**src/rtl/pipe_irq_sequencer_pkg.sv**
```systemverilog
// Shared definitions for the pipelined-processor interrupt sequencer.
//   state_e  : sequencer FSM states (explicit encodings so waveforms and
//              debug taps read the same across builds)
//   calc_idw : width of a channel index, never less than one bit
package pipe_irq_sequencer_pkg;

  typedef enum logic [2:0] {
    ST_IDLE    = 3'd0,
    ST_DRAIN   = 3'd1,
    ST_PUSH    = 3'd2,
    ST_JUMP    = 3'd3,
    ST_ISR     = 3'd4,
    ST_RDRAIN  = 3'd5,
    ST_POP     = 3'd6,
    ST_RESTORE = 3'd7
  } state_e;

  function automatic int calc_idw(input int n);
    return (n > 1) ? $clog2(n) : 1;
  endfunction

endpackage

```
**src/rtl/pipe_irq_sequencer_priority.sv**
```systemverilog
// Interrupt front end: rising-edge detection on the irq lines, the pending
// and mask registers, and a fixed-priority encoder (index 0 wins).
// Ports:
//   clk, reset     : clock, asynchronous active-low reset
//   irq_in         : level interrupt lines
//   mask_wr/_data  : load the mask register (visible the following cycle)
//   take           : the selected channel is being serviced this cycle
//   pending, mask  : register contents
//   eligible_any   : some pending channel is enabled
//   sel_id         : lowest-index pending and enabled channel
module irq_priority_pending
  import pipe_irq_sequencer_pkg::*;
#(
  parameter int                 NUM_IRQ    = 4,
  parameter logic [NUM_IRQ-1:0] MASK_RESET = '1
)(
  input  logic                            clk,
  input  logic                            reset,
  input  logic [NUM_IRQ-1:0]              irq_in,
  input  logic                            mask_wr,
  input  logic [NUM_IRQ-1:0]              mask_data,
  input  logic                            take,
  output logic [NUM_IRQ-1:0]              pending,
  output logic [NUM_IRQ-1:0]              mask,
  output logic                            eligible_any,
  output logic [calc_idw(NUM_IRQ)-1:0]    sel_id
);

  localparam int IDW = calc_idw(NUM_IRQ);

  logic [NUM_IRQ-1:0] irq_q;
  logic [NUM_IRQ-1:0] rise;
  logic [NUM_IRQ-1:0] clr_vec;
  logic [NUM_IRQ-1:0] eligible;

  assign rise     = irq_in & ~irq_q;
  assign eligible = pending & mask;
  assign clr_vec  = take ? (NUM_IRQ'(1) << sel_id) : '0;

  // Walk from the top index down so the lowest eligible index is the
  // last assignment and therefore the winner.
  always_comb begin
    sel_id       = '0;
    eligible_any = |eligible;
    for (int k = NUM_IRQ - 1; k >= 0; k--) begin
      if (eligible[k]) sel_id = IDW'(k);
    end
  end

  always_ff @(posedge clk or negedge reset) begin
    if (!reset) begin
      irq_q   <= '0;
      pending <= '0;
      mask    <= MASK_RESET;
    end else begin
      irq_q   <= irq_in;
      // OR-ing the new edges in after the clear lets a fresh edge survive
      // the cycle in which the same channel is taken.
      pending <= (pending & ~clr_vec) | rise;
      if (mask_wr) mask <= mask_data;
    end
  end

endmodule

```
**src/rtl/pipe_irq_sequencer.sv**
```systemverilog
// Multi-channel interrupt sequencer for the pipelined processor.
// On an eligible interrupt it stalls fetch, drains the pipeline, pushes the
// PC (most-significant word first) and the zero-extended flags through the
// memory stage, then loads the channel vector. On RTI it pops flags and the
// PC (least-significant word first) and reloads both. No nesting.
//
// Handshakes: push_valid/push_data are held stable until a cycle in which
// push_ready is high; exactly one word transfers on each rising edge where
// both are high. While pop_req is high, each rising edge with pop_valid high
// delivers exactly one word on pop_data.
//
// Ports:
//   clk, reset            : clock, asynchronous active-low reset
//   irq_in                : interrupt lines (rising-edge detected)
//   mask_wr, mask_data    : mask register load
//   rti                   : one-cycle RTI pulse from decode
//   pc_current            : PC to save, flags_current : flags to save
//   stall_fetch           : hold PC and fetch buffer
//   flush_decode          : bubble into decode while draining
//   push_valid/data/ready : stack push channel
//   pop_req/data/valid    : stack pop channel
//   pc_load, pc_load_value: fetch redirect pulse and target
//   flags_load, flags_restore : flags reload pulse and value
//   in_isr, active_id     : handler running, channel being serviced
//   pending, mask         : interrupt registers
//   state_dbg             : current FSM state
module pipe_irq_sequencer
  import pipe_irq_sequencer_pkg::*;
#(
  parameter int                  NUM_IRQ       = 4,
  parameter int                  DATA_WIDTH    = 16,
  parameter int                  PC_WIDTH      = 32,
  parameter int                  FLAG_WIDTH    = 3,
  parameter int                  DRAIN_CYCLES  = 3,
  parameter logic [PC_WIDTH-1:0] VECTOR_BASE   = '0,
  parameter int                  VECTOR_STRIDE = 2,
  parameter logic [NUM_IRQ-1:0]  MASK_RESET    = '1
)(
  input  logic                         clk,
  input  logic                         reset,
  input  logic [NUM_IRQ-1:0]           irq_in,
  input  logic                         mask_wr,
  input  logic [NUM_IRQ-1:0]           mask_data,
  input  logic                         rti,
  input  logic [PC_WIDTH-1:0]          pc_current,
  input  logic [FLAG_WIDTH-1:0]        flags_current,
  output logic                         stall_fetch,
  output logic                         flush_decode,
  output logic                         push_valid,
  output logic [DATA_WIDTH-1:0]        push_data,
  input  logic                         push_ready,
  output logic                         pop_req,
  input  logic [DATA_WIDTH-1:0]        pop_data,
  input  logic                         pop_valid,
  output logic                         pc_load,
  output logic [PC_WIDTH-1:0]          pc_load_value,
  output logic                         flags_load,
  output logic [FLAG_WIDTH-1:0]        flags_restore,
  output logic                         in_isr,
  output logic [calc_idw(NUM_IRQ)-1:0] active_id,
  output logic [NUM_IRQ-1:0]           pending,
  output logic [NUM_IRQ-1:0]           mask,
  output state_e                       state_dbg
);

  localparam int PC_WORDS = PC_WIDTH / DATA_WIDTH;
  localparam int IDW      = calc_idw(NUM_IRQ);
  localparam int WCW      = $clog2(PC_WORDS + 1);
  localparam int DCW      = (DRAIN_CYCLES > 1) ? $clog2(DRAIN_CYCLES) : 1;

  state_e                 state;
  logic [DCW-1:0]         drain_cnt;
  logic [WCW-1:0]         word_cnt;
  logic [PC_WIDTH-1:0]    pc_save;
  logic [FLAG_WIDTH-1:0]  flags_save;
  logic [PC_WIDTH-1:0]    pc_pop;
  logic [FLAG_WIDTH-1:0]  flags_pop;
  logic                   eligible_any;
  logic [IDW-1:0]         sel_id;
  logic                   take;
  logic                   last_word;
  logic                   drain_done;
  int                     push_sel;
  int                     pop_sel;

  assign take       = (state == ST_IDLE) && eligible_any;
  assign last_word  = (word_cnt == WCW'(PC_WORDS));
  assign drain_done = (drain_cnt == DCW'(DRAIN_CYCLES - 1));
  assign state_dbg  = state;

  irq_priority_pending #(
    .NUM_IRQ    (NUM_IRQ),
    .MASK_RESET (MASK_RESET)
  ) u_prio (
    .clk          (clk),
    .reset        (reset),
    .irq_in       (irq_in),
    .mask_wr      (mask_wr),
    .mask_data    (mask_data),
    .take         (take),
    .pending      (pending),
    .mask         (mask),
    .eligible_any (eligible_any),
    .sel_id       (sel_id)
  );

  always_ff @(posedge clk or negedge reset) begin
    if (!reset) begin
      state      <= ST_IDLE;
      drain_cnt  <= '0;
      word_cnt   <= '0;
      active_id  <= '0;
      pc_save    <= '0;
      flags_save <= '0;
      pc_pop     <= '0;
      flags_pop  <= '0;
    end else begin
      case (state)
        ST_IDLE: begin
          if (take) begin
            active_id  <= sel_id;
            pc_save    <= pc_current;
            flags_save <= flags_current;
            drain_cnt  <= '0;
            state      <= ST_DRAIN;
          end
        end
        ST_DRAIN, ST_RDRAIN: begin
          if (drain_done) begin
            word_cnt <= '0;
            state    <= (state == ST_DRAIN) ? ST_PUSH : ST_POP;
          end else begin
            drain_cnt <= drain_cnt + DCW'(1);
          end
        end
        ST_PUSH: begin
          if (push_ready) begin
            if (last_word) state <= ST_JUMP;
            else           word_cnt <= word_cnt + WCW'(1);
          end
        end
        ST_JUMP: state <= ST_ISR;
        ST_ISR: begin
          if (rti) begin
            drain_cnt <= '0;
            state     <= ST_RDRAIN;
          end
        end
        ST_POP: begin
          if (pop_valid) begin
            // First word back is the flags; PC words follow low to high.
            if (word_cnt == '0) flags_pop <= pop_data[FLAG_WIDTH-1:0];
            else                pc_pop[pop_sel*DATA_WIDTH +: DATA_WIDTH] <= pop_data;
            if (last_word) state <= ST_RESTORE;
            else           word_cnt <= word_cnt + WCW'(1);
          end
        end
        ST_RESTORE: state <= ST_IDLE;
        default:    state <= ST_IDLE;
      endcase
    end
  end

  always_comb begin
    push_data = '0;
    push_sel  = 0;
    pop_sel   = int'(word_cnt) - 1;
    if (state == ST_PUSH) begin
      if (word_cnt < WCW'(PC_WORDS)) begin
        push_sel  = PC_WORDS - 1 - int'(word_cnt);
        push_data = pc_save[push_sel*DATA_WIDTH +: DATA_WIDTH];
      end else begin
        push_data = DATA_WIDTH'(flags_save);
      end
    end
  end

  always_comb begin
    stall_fetch   = !(state == ST_IDLE || state == ST_JUMP || state == ST_ISR);
    flush_decode  = (state == ST_DRAIN) || (state == ST_RDRAIN);
    push_valid    = (state == ST_PUSH);
    pop_req       = (state == ST_POP);
    in_isr        = (state == ST_ISR);
    pc_load       = (state == ST_JUMP) || (state == ST_RESTORE);
    flags_load    = (state == ST_RESTORE);
    flags_restore = '0;
    pc_load_value = '0;
    if (state == ST_JUMP) begin
      pc_load_value = VECTOR_BASE + PC_WIDTH'(active_id) * PC_WIDTH'(VECTOR_STRIDE);
    end else if (state == ST_RESTORE) begin
      pc_load_value = pc_pop;
      flags_restore = flags_pop;
    end
  end

endmodule

```
**config.mk**
```make
export PLATFORM = sky130hd
export DESIGN_NAME = pipe_irq_sequencer
export DESIGN_NICKNAME = d
export VERILOG_FILES = /design/src/rtl/pipe_irq_sequencer_pkg.sv /design/src/rtl/pipe_irq_sequencer_priority.sv /design/src/rtl/pipe_irq_sequencer.sv
export SDC_FILE = /design/constraint.sdc
export NUM_CORES = 1
export LEC_CHECK = 0
export ABC_AREA = 1
export ABC_CLOCK_PERIOD_IN_PS = 4980
export BUFFER_PORTS_ARGS = -buffer_cell sky130_fd_sc_hd__buf_2
export CORE_ASPECT_RATIO = 2
export CORE_MARGIN = 1.5
export CORE_UTILIZATION = 56
export DETAILED_ROUTE_END_ITERATION = 8
export PLACE_DENSITY = 0.95
export SETUP_SLACK_MARGIN = 0.2
export SLEW_MARGIN = 40
export SYNTH_ARGS = -nofsm -noshare
export SYNTH_HDL_FRONTEND = slang
export SYNTH_HIERARCHICAL = 1
export SYNTH_SLANG_ARGS = --single-unit
```
**constraint.sdc**
```tcl
create_clock -name clk -period 4.98 [get_ports clk]
set_input_delay 0.249 -clock clk [delete_from_list [all_inputs] [get_ports clk]]
set_output_delay 0.249 -clock clk [all_outputs]
set_load 0.01 [all_outputs]
```
# Word-level counts from Yosys, hierarchy flattened
# Cells that the tools add are included.
# op_classes
n_addsub	5
shift	4
order_cmp	1
mux	30
bitwise	7
eq_ne	17
reduce_logical	18
# op_table
cell	n
two-way mux 32 bit	2
negator 32 -> 33 bit	1
variable shift 16 x 33 -> 32 bit, first input constant	1
variable part select 16 x 33 -> 32 bit	1
bitwise mux 32 bit	1
two-way mux 16 bit	2
variable part select 32 x 7 -> 16 bit	1
two-way mux 3 bit	10
two-way mux 2 bit	11
one-hot mux 3 bit (7 select lines)	1
bitwise AND 4 bit	3
== test 3 bit, second input constant	4
one-hot mux 2 bit (3 select lines)	2
!= test 2 x 1 -> 1 bit, second input constant	5
inverter 4 bit	2
AND reduction 4 bit	2
AND reduction 7 bit	1
== test 3 x 2 -> 1 bit, second input constant	2
!= test 2 bit, second input constant	3
AND reduction 3 bit	2
nonzero test 3 bit	2
adder 2 x 1 -> 2 bit, second input constant	2
== test 2 bit, second input constant	2
logical OR 1 bit	4
15 further kinds	15
# word_totals
wordCells	93
regBits	91

# Depth between registers and ports, before layout
# Gate-level depths: netlist (run 1).
# logic_depth
word_depth	10
mapped_depth	12
depth_no_buf	11

# Modules after synthesis
# The synthesis (run 1) kept the hierarchy.
# by_module_without_submodules
mod	n_inst	seq_area_each_um2	area_each_um2	cells_per_inst
pipe_irq_sequencer	1	1976.9	4048.9	549
irq_priority_pending	1	305.3	531.8	54

# Worst setup path before layout (run 1)
# OpenSTA, ideal clock, no wires.
# synth_timing
path_kind	register -> register
from	register word_cnt[0]
to	register pc_pop[21]
n_path_buf	2
arrival_time_ps	1834
stages_incl_launch_ff	8
setup_ps	83
setup_slack_ps	3063
period_less_slack_ps	1917
cell_sequence	dfrtp_1 -> clkinv_1 -> clkbuf_1 -> ha_1 -> xnor2_1 -> buf_4 -> nand3_1 -> o21ai_0
# synth_via
elab_chain_cells	4
# synth_rtl
item	line	rtl
start: declaration	pipe_irq_sequencer.sv:73	logic [WCW-1:0] word_cnt;
start signal: assignment	pipe_irq_sequencer.sv:139	else word_cnt <= word_cnt + WCW'(1);
start signal: assignment	pipe_irq_sequencer.sv:155	else word_cnt <= word_cnt + WCW'(1);
subtractor 2 x 1 -> 3 bit	pipe_irq_sequencer.sv:167	pop_sel = int'(word_cnt) - 1;
negator 32 -> 33 bit	pipe_irq_sequencer.sv:153	else pc_pop[pop_sel*DATA_WIDTH +: DATA_WIDTH] <= pop_data;
variable part select 16 x 33 -> 32 bit or variable shift 16 x 33 -> 32 bit (tied branches)	pipe_irq_sequencer.sv:153	
bitwise mux 32 bit	pipe_irq_sequencer.sv:153	
end signal: indexed assignment	pipe_irq_sequencer.sv:153	
end: declaration	pipe_irq_sequencer.sv:76	logic [PC_WIDTH-1:0] pc_pop;
# Parallel ways exist; a longest one is shown, timed or not.
# A chain may end at the register's enable or synchronous reset.

# Final worst setup path (run 1)
# layout_timing
from	register word_cnt[0]
to	register pc_pop[26]
# Same word-level chain as after synthesis.

==> summary.txt, run 1 <==
STA
  – RSZ-0062 raised after global routing: false
  – F_max: 0.312 GHz
  – Fin crit share: 64.3%
  – Max-slew headroom: 47.8%
  – Fin. Hold Viols: 46
  – Min Hold Slack: -0.0537 ns
  – Final setup TNS: 0 ns
  – Slew Viols, Final: 0
  – Worst slew pin tran: 0.783 ns
  – Fin crit period: 3.20 ns
  – Clock Skew: 0.00733 ns
  – Final setup fails: 0

Routing
  – DR top layer: met4
  – Wire length per cell: 14.2 um
  – Vias per Instance: 5.29
  – Vias: 4,357
  – Number of DRC markers in iteration 0: 379
  – DR WL met3: 674 um
  – WL final: 11,700 um
  – Met2 wire length: 6070 um
  – Final ANT Viol Nets: 0
  – M1 WL: 4200 um
  – DRC Markers: 0
  – DRT Pass-1 Iters: 5

Yosys
  – Syn Nets: 680
  – Synth unique cells: 28
  – Multiplexer share of the synthesized area: 0.983%
  – Post-Synth Simple-Gate Area: 29.4%
  – Compound-Gate Fraction of Synth Area: 7.57%
  – Adder-Cell Fraction of Synth Area: 3.28%
  – Synth warn: 6
  – Sequential share of the synthesized area: 49.8%
  – Synth Area in XOR/XNOR: 0.546%
  – #FFs+latches synth: 91
  – Largest family of logic cells by synthesized area: simple AND/OR/NAND/NOR gates
  – Mean Syn Cell Area: 7.60 um^2
  – Post-Syn Instances: 603
  – Syn Std Cell Area: 4580 um^2

Power
  – Worst vdd ir: 0.000337 V
  – Reg power frac: 37.8%
  – Gate power share: 38.9%
  – Switching share of power: 40.9%
  – Power Total: 2.93 mW
  – Leakage: 2.98 nW
  – PD cells: 526 nW/um^2
  – Net Sw Power: 1.20 mW
  – Power share of the clock group: 23.3%
  – Cell internal pwr: 1.73 mW

CTS
  – Setup Fix Bufs, Post-CTS: 0
  – Clock slew at reported path FFs: 0.06 ns
  – Post-CTS sizing: 0
  – CTS max path bufs: 2
  – CTS tree: built
  – Clk root buf: clkbuf_16
  – Hold-fix buffers, CTS: 0
  – Num CTS Buffers: 9
  – Clock latency on the worst-skew pair: 0.34 ns
  – Htree depth: 3
  – Clk sink count: 91

Cells and area
  – Multi-input gate area: 1930 um^2
  – Register area: 2280 um^2
  – Proportion of layout cells with a drive suffix above 1: 25.1%
  – Fin cells: 824
  – Ant. Diodes: 0
  – Area growth syn-to-layout: 21.8%
  – Nets: 800
  – Fillers: 615

Setup path
  – R2r worst-path depth: 5
  – CP endpoint kind: flip-flop
  – R2r setup slk: 1.78 ns
  – CP Class: reg -> reg
  – Worst flop-to-flop path startpoint: word_cnt[0]
  – Crit start category: flip-flop
  – Cell Chain, Critical Path: clkinv_1 -> ha_1 -> xnor2_2 -> nand3_1 -> o21ai_0
  – CP max-delay cell: dfrtp_1
  – Critical Path RT: 5.22 ns
  – Maximum fanout along the worst path: 24
  – Critical path's largest stage delay: 0.85 ns
  – Arr. time, crit path: 3.45 ns
  – R2R Path End: pc_pop[26]
  – CP Capture Point: pc_pop[26]
  – CP Launch Point: word_cnt[0]

Floorplan
  – Site Rows: 46
  – Initial cell density of the core: 57.7%
  – Full die area: 8760 um^2
  – Die width: 67.0 um
  – Core area: 7940 um^2
  – # IOs: 136
  – Die span in y: 131 um

Global route
  – First-pass GRT wire length: 18,700 um
  – Initial antenna violation count: 0
  – Total track usage: 28.4%
  – GRT overflow: 0
  – Vias in the first global route: 4,149
  – Largest net degree at the start of global routing: 92

Placement
  – Detail Placement HPWL: 8380 um
  – Port Buffer Count: 135
  – GP Congestion: 0.875
  – Placed cells: 808

Run status
  – Status: finished with violations
  – Failing checks: negative hold slack

Hold path
  – HP Class: in -> async

Run
  – MaxCap Viol Count: 0
==> cells in the mapped netlist (all sizes together) <==
master	number	area (um^2)
nand2	240	926
dfrtp	87	2180
inv	65	244
nor2	51	194
o21ai	42	210
nand3	37	185
a21oi	23	119
buf	18	103
ha	12	150
clkbuf	9	35.0
dfstp	4	105
mux2	4	45.0
a22o	2	17.5
nand4	2	12.5
nor3	2	15.0
clkinv	1	3.75
nand3b	1	7.51
or2	1	6.26
xnor2	1	8.76
xor2	1	16.3
==> power groups by stage <==
| stage | clock network [mW] | logic (mW) | registers [mW] |
|---|---|---|---|
| after floorplan | 0 | 0.841 | 1.07 |
| after global placement | 0 | 1.06 | 1.10 |
| after detailed placement | 0 | 1.12 | 1.11 |
| after CTS | 0.693 | 1.14 | 1.10 |
| after global routing | 0.724 | 1.28 | 1.13 |
| final | 0.683 | 1.14 | 1.11 |
==> cell type report <==
type	count	area share (%)
clock buffers	12	4.60
clock inverters	4	0.875
inverters	66	4.44
multi-input cells	419	34.6
flip-flops and latches	91	40.9
well taps	96	2.15
repair buffers	136	12.4
==> per-stage QoR <==
| stage | hold WS, ns | setup WS [ns] | instance area [um^2] | util [%] |
|---|---|---|---|---|
| after CTS | 0.0160 | 1.62 | 5570 | 70.1 |
| after global placement | 0.372 | 1.80 | 5250 | 66.1 |
| final | -0.0537 | 1.78 | 5580 | 70.2 |
| after floorplan | -0.0466 | 3.06 | 4580 | - |
| after global routing | 0.0193 | 1.48 | 5580 | 70.2 |
| after detailed placement | 0.375 | 1.68 | 5260 | 66.3 |
==> cells in the final DEF, fill, tap and decap left out, types with 2 or more instances in the layout <==
master,n
dfrtp_1,87
clkinv_2,2
a22o_1,2
inv_2,4
mux2_2,4
o21ai_1,16
nand4_1,2
ha_1,12
buf_2,134
dfstp_2,4
clkbuf_8,3
a21oi_1,22
nor2_1,49
nand2_1,227
clkbuf_16,9
nand2_2,13
nor2_2,2
inv_1,61
nand3_1,37
o21ai_0,26
==> metal layers <==
layer | track usage [%] | vias up
met1 | 30.1 | 1983
met5 | 0 | -
met2 | 49.1 | 220
li1 | - | 2096
met4 | 21.0 | 0
met3 | 5.14 | 58
==> worst max-delay path: cells and delay by family, from the launching register on <==
family / cells / cell delay (ns)
flip-flops: 1 / 0.85
buffers and inverters: 1 / 0.71
XOR/XNOR: 1 / 0.57
adder cells (fa/ha/maj): 1 / 0.55
AO/OA/AOI/OAI: 1 / 0.22
AND/OR/NAND/NOR: 1 / 0.20
==> state kept, by name (all words and copies together) (netlist names) <==
| name | cells |
|---|---|
| u_prio/mask | 4 |
| u_prio/irq_q | 4 |
| active_id | 2 |
| u_prio/pending | 4 |
| pc_save | 32 |
| state_dbg | 3 |
| pc_pop | 32 |
| flags_pop | 3 |
| drain_cnt | 2 |
| word_cnt | 2 |
| flags_save | 3 |
==> cells by family after synthesis <==
kind of cell / after synthesis
AOI/OAI and AO/OA: 67
and+or+nand+nor: 334
xor gates and xnor gates: 2
DFF: 91
muxes: 4
adders and majority gates: 12
buffers and inverters: 93
==> worst min path at each step <==
stage / startpoint / to
floorplan: reset / active_id[0]
global placement: irq_in[3] / u_prio/irq_q[3]
detailed placement: irq_in[0] / u_prio/irq_q[0]
CTS: reset / u_prio/irq_q[3]
global route: irq_in[0] / u_prio/irq_q[0]
finish: reset / pc_pop[9]
Power figures use the tool's default switching activity.
==> run 2, diff against run 1 <==
--- a/config.mk
+++ b/config.mk
@@ -6,13 +6,13 @@
 export NUM_CORES = 1
 export LEC_CHECK = 0
 export ABC_AREA = 1
-export ABC_CLOCK_PERIOD_IN_PS = 4980
+export ABC_CLOCK_PERIOD_IN_PS = 3200
 export BUFFER_PORTS_ARGS = -buffer_cell sky130_fd_sc_hd__buf_2
 export CORE_ASPECT_RATIO = 2
 export CORE_MARGIN = 1.5
-export CORE_UTILIZATION = 56
+export CORE_UTILIZATION = 52
 export DETAILED_ROUTE_END_ITERATION = 8
-export PLACE_DENSITY = 0.95
+export PLACE_DENSITY = 0.9
 export SETUP_SLACK_MARGIN = 0.2
 export SLEW_MARGIN = 40
 export SYNTH_ARGS = -nofsm -noshare
==> constraint.sdc (replaced) <==
create_clock -name clk -period 3.2 [get_ports clk]
set_input_delay 0.16 -clock clk [delete_from_list [all_inputs] [get_ports clk]]
set_output_delay 0.16 -clock clk [all_outputs]
set_load 0.01 [all_outputs]
==> summary.txt, run 2 (synthesis gave the netlist of run 1 again) <==
CTS
  – Clock latency on the worst-skew pair: 0.34 ns (about the same)
  – CTS tree: built
  – CTS max path bufs: 2 (unchanged)
  – Setup Fix Bufs, Post-CTS: 0 (unchanged)
  – Htree depth: 3 (unchanged)
  – Clk root buf: clkbuf_16
  – Clk sink count: 91 (unchanged)
  – Num CTS Buffers: 9 (unchanged)
  – Clock slew at reported path FFs: 0.06 ns (about the same)

Routing
  – WL final: 11,600 um (-1.1%)
  – DRT Pass-1 Iters: 5 (unchanged)
  – Wire length per cell: 13.8 um (-3.0%)
  – Vias: 4,303 (-1.2%)
  – Final ANT Viol Nets: 0 (unchanged)
  – Vias per Instance: 5.12 (-3.1%)
  – Number of DRC markers in iteration 0: 374 (-1.3%)
  – DRC Markers: 0 (unchanged)

Placement
  – Detail Placement HPWL: 8700 um (+3.8%)
  – Setup WS pre-CTS: 0.910 ns (-0.775 ns)
  – Port Buffer Count: 135 (unchanged)
  – Placed cells: 819 (+1.4%)
  – GP Congestion: 0.946 (+8.1%)

Floorplan
  – Die span in y: 136 um (+3.7%)
  – Die width: 69.4 um (+3.6%)
  – Site Rows: 48 (+4.3%)
  – Initial cell density of the core: 53.3% (-4.3 points)
  – Full die area: 9410 um^2 (+7.4%)
  – Core area: 8590 um^2 (+8.1%)
  – # IOs: 136 (unchanged)

Cells and area
  – Fin cells: 840 (+1.9%)
  – Ant. Diodes: 0 (unchanged)
  – Proportion of layout cells with a drive suffix above 1: 25.4% (+0.27 points)
  – Register area: 2280 um^2 (unchanged)
  – Nets: 812 (+1.5%)
  – Fillers: 707 (+15%)
  – Commonest non-fill, non-tap cell in the layout: nand2_1
  – Finished Core Util: 66.0% (-4.2 points)
  – Multi-input gate area: 1920 um^2 (-0.52%)
  – Most frequent cells in the layout: 228 x nand2_1, 134 x buf_2, 87 x dfrtp_1
  – Biggest regs: pc_pop (32), pc_save (32)
  – Area growth syn-to-layout: 23.7%

Power
  – Net Sw Power: 1.87 mW (+56%)
  – PD cells: 807 nW/um^2 (+54%)
  – Gate power share: 40.0% (+1.1 points)
  – Power share of the clock group: 23.3% (about the same)
  – Switching share of power: 40.9% (about the same)
  – Leakage: 3.02 nW (+1.4%)
  – Cell internal pwr: 2.71 mW (+56%)
  – Reg power frac: 36.7% (-1.1 points)
  – Worst vdd ir: 0.000529 V (+57%)

STA
  – Min Hold Slack: 0.0122 ns (+0.0659 ns)
  – Fin crit share: 77.0%
  – Clock Skew: 0.00644 ns (-0.000895 ns)
  – Slew Viols, Final: 0 (unchanged)
  – Final setup fails: 0 (unchanged)
  – Fin. Hold Viols: 0 (-100%)
  – Max-slew headroom: 63.7% (+16 points)
  – Worst slew pin tran: 0.544 ns (-0.239 ns)
  – F_max: 0.406 GHz
  – Setup WS post-layout: 0.735 ns (-1.04 ns)
  – Fin crit period: 2.47 ns
  – RSZ-0062 raised after global routing: false
  – Final setup TNS: 0 ns (unchanged)

Setup path
  – Arr. time, crit path: 2.31 ns (-1.14 ns)
  – Crit start category: flip-flop
  – CP endpoint kind: output port
  – Critical path's largest stage delay: 0.48 ns (-0.37 ns)
  – CP Class: reg -> out
  – CP max-delay cell: dfrtp_1
  – CP top delay family: flip-flops
  – Critical Path RT: 3.04 ns (-2.18 ns)
  – Buf+Inv Stages, Crit Path: 3 (+2)
  – Cell Chain, Critical Path: inv_1 -> ha_1 -> nand2_1 -> inv_1 -> nand2_1 -> a21oi_1 -> buf_2
  – Maximum fanout along the worst path: 13 (-46%)

Global route
  – GRT overflow: 0 (unchanged)
  – Vias in the first global route: 4,167 (+0.43%)
  – Largest net degree at the start of global routing: 40 (-57%)
  – Total track usage: 24.5% (-3.9 points)
  – First-pass GRT wire length: 18,400 um (-1.5%)
  – Initial antenna violation count: 0 (unchanged)

Hold path
  – HP Class: in -> reg

Run status
  – Status: complete, no violations

Run
  – MaxCap Viol Count: 0 (unchanged)
==> run 2: what timing repair did <==
action,4_1_cts,5_1_grt
endpoints found under the hold margin,31,0
hold buffers,5,0
resized for setup,0,0
==> run 2: power by group through the flow <==
stage / clock [mW] / combinational [mW] / sequential (mW)
4_1_cts: 1.09 / 1.82 / 1.68
3_5_place_dp: 0 / 1.81 / 1.69
2_1_floorplan: 0 / 1.31 / 1.66
3_3_place_gp: 0 / 1.72 / 1.68
5_1_grt: 1.13 / 2.06 / 1.71
6_report: 1.07 / 1.83 / 1.68
==> run 2: worst paths after layout <==
kind	depth (start not counted)	slack, ns	start	end
worst max register to register	7	1.08	state_dbg[0]	pc_pop[25]
worst min register to register	1	0.42	u_prio/irq_q[3]	u_prio/pending[3]
min in group asynchronous	2	0.30	reset	pc_pop[4]
worst max-delay path	7	0.73	state_dbg[0]	push_data[14]
worst min-delay path	3	0.01	pc_current[21]	pc_save[21]
max in group asynchronous	3	2.09	reset	pc_save[2]
==> run 2: worst min-delay path, delay by kind of cell <==
kind                   cells  cell delay (ns)
buffers and inverters      1             0.07
AND/OR/NAND/NOR            2             0.08
==> run 2: area by class of cell <==
cell class	count	area share, %
Clock buffer	10	4.22
Clock inverter	6	1.15
Inverter	66	4.37
Multi-Input combinational cell	419	33.9
Sequential cell	91	40.3
Tap cell	100	2.21
Timing Repair Buffer	148	13.9
==> run 2: routing by layer <==
layer  part of all wire (%)  vias up  GRT usage (%)  wire (um)
met5                      0        -              0          0
met4                    4.8        0           15.6        552
met3                    5.5       40           4.24        632
met2                     53      168           44.8       6100
met1                     37     1971           25.5       4280
li1                       -     2124              -          -
==> run 2: per-stage QoR <==
step / instance area, um^2 / total power, mW
2_1_floorplan: 4580 / 2.97
3_3_place_gp: 5310 / 3.40
3_5_place_dp: 5310 / 3.51
4_1_cts: 5660 / 4.58
5_1_grt: 5670 / 4.90
6_report: 5670 / 4.58
